### src/rtl/alu_rs.sv
// Reservation station for ALU/branch-compare ops: snoops both CDBs, dispatches one ready op per cycle.
// Optional RS_OLDEST_FIRST_EN selects the oldest ready entry instead of the lowest index.
module alu_rs #(
  parameter int unsigned RS_SIZE = 8,
  parameter int unsigned ROB_W   = 4,
  parameter int unsigned IDX_W   = 3
) (
  input  logic             clk,
  input  logic             rst,
  input  logic             rdy,
  input  logic             clear,
  input  logic             issue_valid,
  input  logic [4:0]       issue_op,
  input  logic [ROB_W-1:0] issue_rob_id,
  input  logic             issue_q1_busy,
  input  logic [ROB_W-1:0] issue_q1,
  input  logic [31:0]      issue_v1,
  input  logic             issue_q2_busy,
  input  logic [ROB_W-1:0] issue_q2,
  input  logic [31:0]      issue_v2,
  input  logic             cdb_alu_valid,
  input  logic [ROB_W-1:0] cdb_alu_rob_id,
  input  logic [31:0]      cdb_alu_value,
  input  logic             cdb_lsb_valid,
  input  logic [ROB_W-1:0] cdb_lsb_rob_id,
  input  logic [31:0]      cdb_lsb_value,
  output logic             full,
  output logic             alu_valid,
  output logic [4:0]       alu_op,
  output logic [31:0]      alu_v1,
  output logic [31:0]      alu_v2,
  output logic [ROB_W-1:0] alu_rob_id
);

  localparam logic [IDX_W:0] FullThr = (IDX_W + 1)'(RS_SIZE - 1);

  logic [RS_SIZE-1:0] busy_q, busy_d, q1b_q, q1b_d, q2b_q, q2b_d, ready;
  logic [4:0]         op_q  [RS_SIZE];
  logic [4:0]         op_d  [RS_SIZE];
  logic [ROB_W-1:0]   rob_q [RS_SIZE];
  logic [ROB_W-1:0]   rob_d [RS_SIZE];
  logic [ROB_W-1:0]   q1_q  [RS_SIZE];
  logic [ROB_W-1:0]   q1_d  [RS_SIZE];
  logic [ROB_W-1:0]   q2_q  [RS_SIZE];
  logic [ROB_W-1:0]   q2_d  [RS_SIZE];
  logic [31:0]        v1_q  [RS_SIZE];
  logic [31:0]        v1_d  [RS_SIZE];
  logic [31:0]        v2_q  [RS_SIZE];
  logic [31:0]        v2_d  [RS_SIZE];
`ifdef RS_OLDEST_FIRST_EN
  logic [IDX_W:0]     age_q [RS_SIZE];
  logic [IDX_W:0]     age_d [RS_SIZE];
  logic [IDX_W:0]     best_age;
`endif
  logic [IDX_W:0]     count_q, count_d;
  logic [IDX_W-1:0]   sel, free_idx;
  logic               sel_found, free_found, accept;

  // Returns {still_busy, value}; the ALU bus wins when both buses carry the tag.
  function automatic logic [32:0] resolve(input logic busy, input logic [ROB_W-1:0] q,
                                          input logic [31:0] v);
    if (busy && cdb_alu_valid && cdb_alu_rob_id == q) return {1'b0, cdb_alu_value};
    if (busy && cdb_lsb_valid && cdb_lsb_rob_id == q) return {1'b0, cdb_lsb_value};
    return {busy, v};
  endfunction

  assign ready  = busy_q & ~q1b_q & ~q2b_q;
  assign full   = count_q >= FullThr;
  assign accept = issue_valid && free_found;

  always_comb begin
    sel        = '0;
    sel_found  = 1'b0;
    free_idx   = '0;
    free_found = 1'b0;
`ifdef RS_OLDEST_FIRST_EN
    best_age   = '0;
`endif
    for (int i = 0; i < RS_SIZE; i++) begin
      if (!free_found && !busy_q[i]) begin
        free_found = 1'b1;
        free_idx   = IDX_W'(i);
      end
`ifdef RS_OLDEST_FIRST_EN
      if (ready[i] && (!sel_found || age_q[i] > best_age)) begin
        sel_found = 1'b1;
        sel       = IDX_W'(i);
        best_age  = age_q[i];
      end
`else
      if (ready[i] && !sel_found) begin
        sel_found = 1'b1;
        sel       = IDX_W'(i);
      end
`endif
    end
  end

  always_comb begin
    busy_d = busy_q;
    q1b_d  = q1b_q;
    q2b_d  = q2b_q;
    op_d   = op_q;
    rob_d  = rob_q;
    q1_d   = q1_q;
    q2_d   = q2_q;
    v1_d   = v1_q;
    v2_d   = v2_q;
`ifdef RS_OLDEST_FIRST_EN
    age_d  = age_q;
`endif
    for (int i = 0; i < RS_SIZE; i++) begin
      if (busy_q[i]) begin
        {q1b_d[i], v1_d[i]} = resolve(q1b_q[i], q1_q[i], v1_q[i]);
        {q2b_d[i], v2_d[i]} = resolve(q2b_q[i], q2_q[i], v2_q[i]);
`ifdef RS_OLDEST_FIRST_EN
        if (accept) age_d[i] = age_q[i] + 1'b1;
`endif
      end
    end
    if (sel_found) busy_d[sel] = 1'b0;
    // Issue targets a slot free before this edge, so it never collides with the dispatched one.
    if (accept) begin
      busy_d[free_idx] = 1'b1;
      op_d[free_idx]   = issue_op;
      rob_d[free_idx]  = issue_rob_id;
      q1_d[free_idx]   = issue_q1;
      q2_d[free_idx]   = issue_q2;
      {q1b_d[free_idx], v1_d[free_idx]} = resolve(issue_q1_busy, issue_q1, issue_v1);
      {q2b_d[free_idx], v2_d[free_idx]} = resolve(issue_q2_busy, issue_q2, issue_v2);
`ifdef RS_OLDEST_FIRST_EN
      age_d[free_idx]  = '0;
`endif
    end
    count_d = count_q + (IDX_W + 1)'(accept) - (IDX_W + 1)'(sel_found);
  end

  always_ff @(posedge clk) begin
    if (rst) begin
      busy_q     <= '0;
      count_q    <= '0;
      alu_valid  <= 1'b0;
      alu_op     <= '0;
      alu_v1     <= '0;
      alu_v2     <= '0;
      alu_rob_id <= '0;
    end else if (rdy) begin
      if (clear) begin
        busy_q    <= '0;
        count_q   <= '0;
        alu_valid <= 1'b0;
      end else begin
        busy_q    <= busy_d;
        q1b_q     <= q1b_d;
        q2b_q     <= q2b_d;
        op_q      <= op_d;
        rob_q     <= rob_d;
        q1_q      <= q1_d;
        q2_q      <= q2_d;
        v1_q      <= v1_d;
        v2_q      <= v2_d;
`ifdef RS_OLDEST_FIRST_EN
        age_q     <= age_d;
`endif
        count_q   <= count_d;
        alu_valid <= sel_found;
        if (sel_found) begin
          alu_op     <= op_q[sel];
          alu_v1     <= v1_q[sel];
          alu_v2     <= v2_q[sel];
          alu_rob_id <= rob_q[sel];
        end
      end
    end
  end

endmodule

### config.mk
export PLATFORM = sky130hd
export DESIGN_NAME = alu_rs
export DESIGN_NICKNAME = d
export VERILOG_FILES = /design/src/rtl/alu_rs.sv
export SDC_FILE = /design/constraint.sdc
export NUM_CORES = 2
export LEC_CHECK = 0
export CORE_UTILIZATION = 29
export DETAILED_ROUTE_END_ITERATION = 7
export PLACE_DENSITY = 0.54
export SLEW_MARGIN = 25
export SYNTH_ARGS = -nofsm -noshare
export SYNTH_HDL_FRONTEND = slang
export SYNTH_SLANG_ARGS = --single-unit
### constraint.sdc
create_clock -name clk -period 45.4 [get_ports clk]
set_clock_uncertainty 0.1 [all_clocks]
set_input_delay 13.62 -clock clk [delete_from_list [all_inputs] [get_ports clk]]
set_output_delay 13.62 -clock clk [all_outputs]
set_load 0.02 [all_outputs]
==> impl_results.md <==
- Status: complete, no violations
- Initial Utilization: 29.3%
- Netlist area before placement: 47100 um2
- Fillcell total: 16300
- Period utilisation layout: 40.9%
- Syn Area/Cell: 9.79 um2
- Die width: 405 um
- DRC: 0
- Share of cells above drive strength 1: 9.24%
- Hold_buf cts: 0
- GPL Wtd Cong: 0.899
- Slew HR: 21.4%
- Hpwl dp: 139 mm
- # nets final: 4798
- WL/cell: 36.8 um
- Core area: 161000 um2
- Via count: 48100
- Required @ worst endpoint: 45630 ps
- Hold Fails Final Rpt: 0
- Post-route ant nets: 0
- Largest fanout on the critical path: 74
- Seq/Total Area, Yosys: 46.0%
- Post-Syn Nets: 4976
- Share of async-settable or async-resettable flops after synthesis: 0%
- Fmax: 53.9 MHz
- Top post-synthesis cells by area: edfxtp_1 42%, o221ai_1 8.2%, mux2i_1 7.2%
- Clk sink count: 750
- DR vias/cell: 7.00
- CP Launch Type: primary input
- CTS tree: built
- Clock root cell: clkbuf_16
- Worst Path Arrival: 18800 ps
- Final setup vio count: 0
- Aggregate global routing overflow: 0
- Cells after Synth: 4808
- Met1 usage: 37.7%
- Met3 Use GR: 11.4%
- First-pass DRT Iterations: 8
- Global-route total usage across every layer: 29.7%
- Final min period: 18560 ps
- Most used DFF post-synth: edfxtp_1
- Post-synth EDFFs: 664
- Seq cells post-synth: 750
- M2 GR Usage: 43.1%
- Crit. End Element: register
- Largest net degree at the start of global routing: 117
- Drt total wl: 253 mm
- Worst hold start: count_q[3]$_SDFFE_PP0P_
- Pleak: 15.8 nW
- RSZ-0062 raised after global routing: false
- Crit path kind: in2reg
- # port buffers: 236
- Worst R2R Start: busy_q[6]$_SDFFE_PP0P_
- Worst skew pair latency: 730 ps
- Row Count: 147
- MaxCap Viol Count: 0
- CTS Buf Count: 93
- CTS clk-pin slew, worst paths: 60 ps
- First-pass GRT wire length: 352 mm
- CTS H-tree lvls: 3
- Initial antenna violation count: 15
- Final Max Slew Viols: 0
- Vias in the first global route: 46000
- 1st-iter DRT viols: 8845
- # resized after CTS: 0
- Leading area contributor after synthesis: edfxtp_1
- VDD IR-drop max: 25.0 uV
- Place WS: 26190 ps
- Synth top area share: 42.4%
- CP Launch Point: rst
- Post-synthesis cell type count: 61
- Layout area overhead: 15.3%
- Final TNS setup: 0 ps
- Setup ws final: 26840 ps
- HP Class: reg2reg
- Ports: 237
- Clock buffer depth: 3
- PwrDens: 31.8 nW/um2
- Post-CTS Repair Setup Buffers: 0
- DIE HEIGHT: 405 um
- Slew @ Worst Pin: 1180 ps
- Top Usage Layer GRT: met2
- Die ar.: 164000 um2
- Synth warn: 0
==> sequential cells by signal, summed over array words and instances, names as in the netlist <==
signal,flops
q1b_q,8
alu_rob_id,4
alu_v2,32
v2_q,256
busy_q,8
count_q,4
op_q,40
alu_op,5
alu_valid,1
alu_v1,32
v1_q,256
rob_q,32
q1_q,32
q2b_q,8
q2_q,32
==> critical path, stage by stage <==
cell      delay, ps
buf_2           110
buf_4           350
inv_2           290
nand2b_1         90
buf_4           230
inv_8           450
buf_4           880
buf_4           880
buf_4           930
buf_4           730
==> layout by cell type (no fill, tap or decap), types with 76 or more instances in the layout <==
master,synthesis,final
clkdlybuf4s50_1,0,229
nor4_1,107,97
buf_4,22,150
mux2i_1,337,337
dfxtp_1,86,83
clkbuf_16,0,94
o22ai_1,221,221
nor2_1,196,194
o221ai_1,439,439
o21a_1,77,76
o21ai_1,370,369
nor3_1,358,358
o21ai_0,181,180
a31oi_1,419,418
edfxtp_1,664,664
==> cell families after synthesis <==
logic type	synth area share [%]
AND/OR/NAND/NOR	9.63
flip-flops	46.0
multiplexers	7.17
adder cells (fa/ha/maj)	0.175
AO/OA/AOI/OAI	28.5
XOR/XNOR	2.16
buffers and inverters	6.29
==> area by class of cell <==
type / count / area, um2 / area share, %
antenna: 6 / 15.0 / 0.0277
clock buffer: 126 / 2570 / 4.74
clock inverter: 49 / 543 / 1.00
inverter: 59 / 229 / 0.422
multi-input combinational: 3330 / 22900 / 42.2
sequential: 750 / 21700 / 39.9
tap: 2160 / 2700 / 4.98
timing repair buffer: 396 / 3650 / 6.72
==> synth_stat cells, drive strengths merged (2+ instances only) <==
cell / count
o21ai: 551
o31a: 19
a221o: 4
a31oi: 419
o22ai: 221
nand2b: 5
edfxtp: 664
buf: 142
inv: 59
o221a: 54
a21oi: 32
nor4: 112
nand2: 70
a21boi: 33
a222oi: 5
or3b: 2
nand4: 7
xnor2: 63
nor2: 196
dfxtp: 86
or3: 6
o221ai: 439
nor2b: 14
a2111oi: 2
or2: 47
nand4b: 3
nor3: 358
a21o: 2
ha: 5
and3: 2
o31ai: 32
clkbuf: 527
xor2: 53
mux2i: 337
o21a: 77
a2111o: 3
a22o: 3
nand3: 72
or4: 2
nor3b: 6
a211o: 65
==> stage by stage <==
| step | instance area (um2) | total power, W | hold WS [ps] | utilization (%) | cells |
|---|---|---|---|---|---|
| finish | 54300 | 0.00173 | 364 | 33.8 | 6876 |
| floorplan | 47100 | 0.000873 | 325 | - | 4808 |
| global placement | 51000 | 0.000941 | 346 | 31.8 | 6691 |
| detailed placement | 51100 | 0.000943 | 349 | 31.8 | 6693 |
| global route | 54300 | 0.00175 | 423 | 33.8 | 6873 |
| CTS | 54200 | 0.00171 | 364 | 33.7 | 6868 |
==> final timing paths <==
path	to	slack, ps	cells after the start
max reg2reg	alu_v1[19]$_SDFFE_PP0P_	39840	8
max	v1_q[112]$_DFFE_PP_	26840	10
min reg2reg	count_q[3]$_SDFFE_PP0P_	360	2
min	count_q[3]$_SDFFE_PP0P_	360	2
==> power breakdown <==
group / internal, W / switching [W]
combinational: 0.0000457 / 0.000120
sequential: 0.000765 / 0.00000806
clock: 0.000450 / 0.000338
==> routing by layer <==
metal,wire [um],up-vias,part of all wire [%]
met4,15200,16,6.0
met1,93000,23300,37
met2,106000,4648,42
met3,39300,1038,16
li1,-,19100,-
met5,104,-,0.041
(Power assumes the default switching activity.)
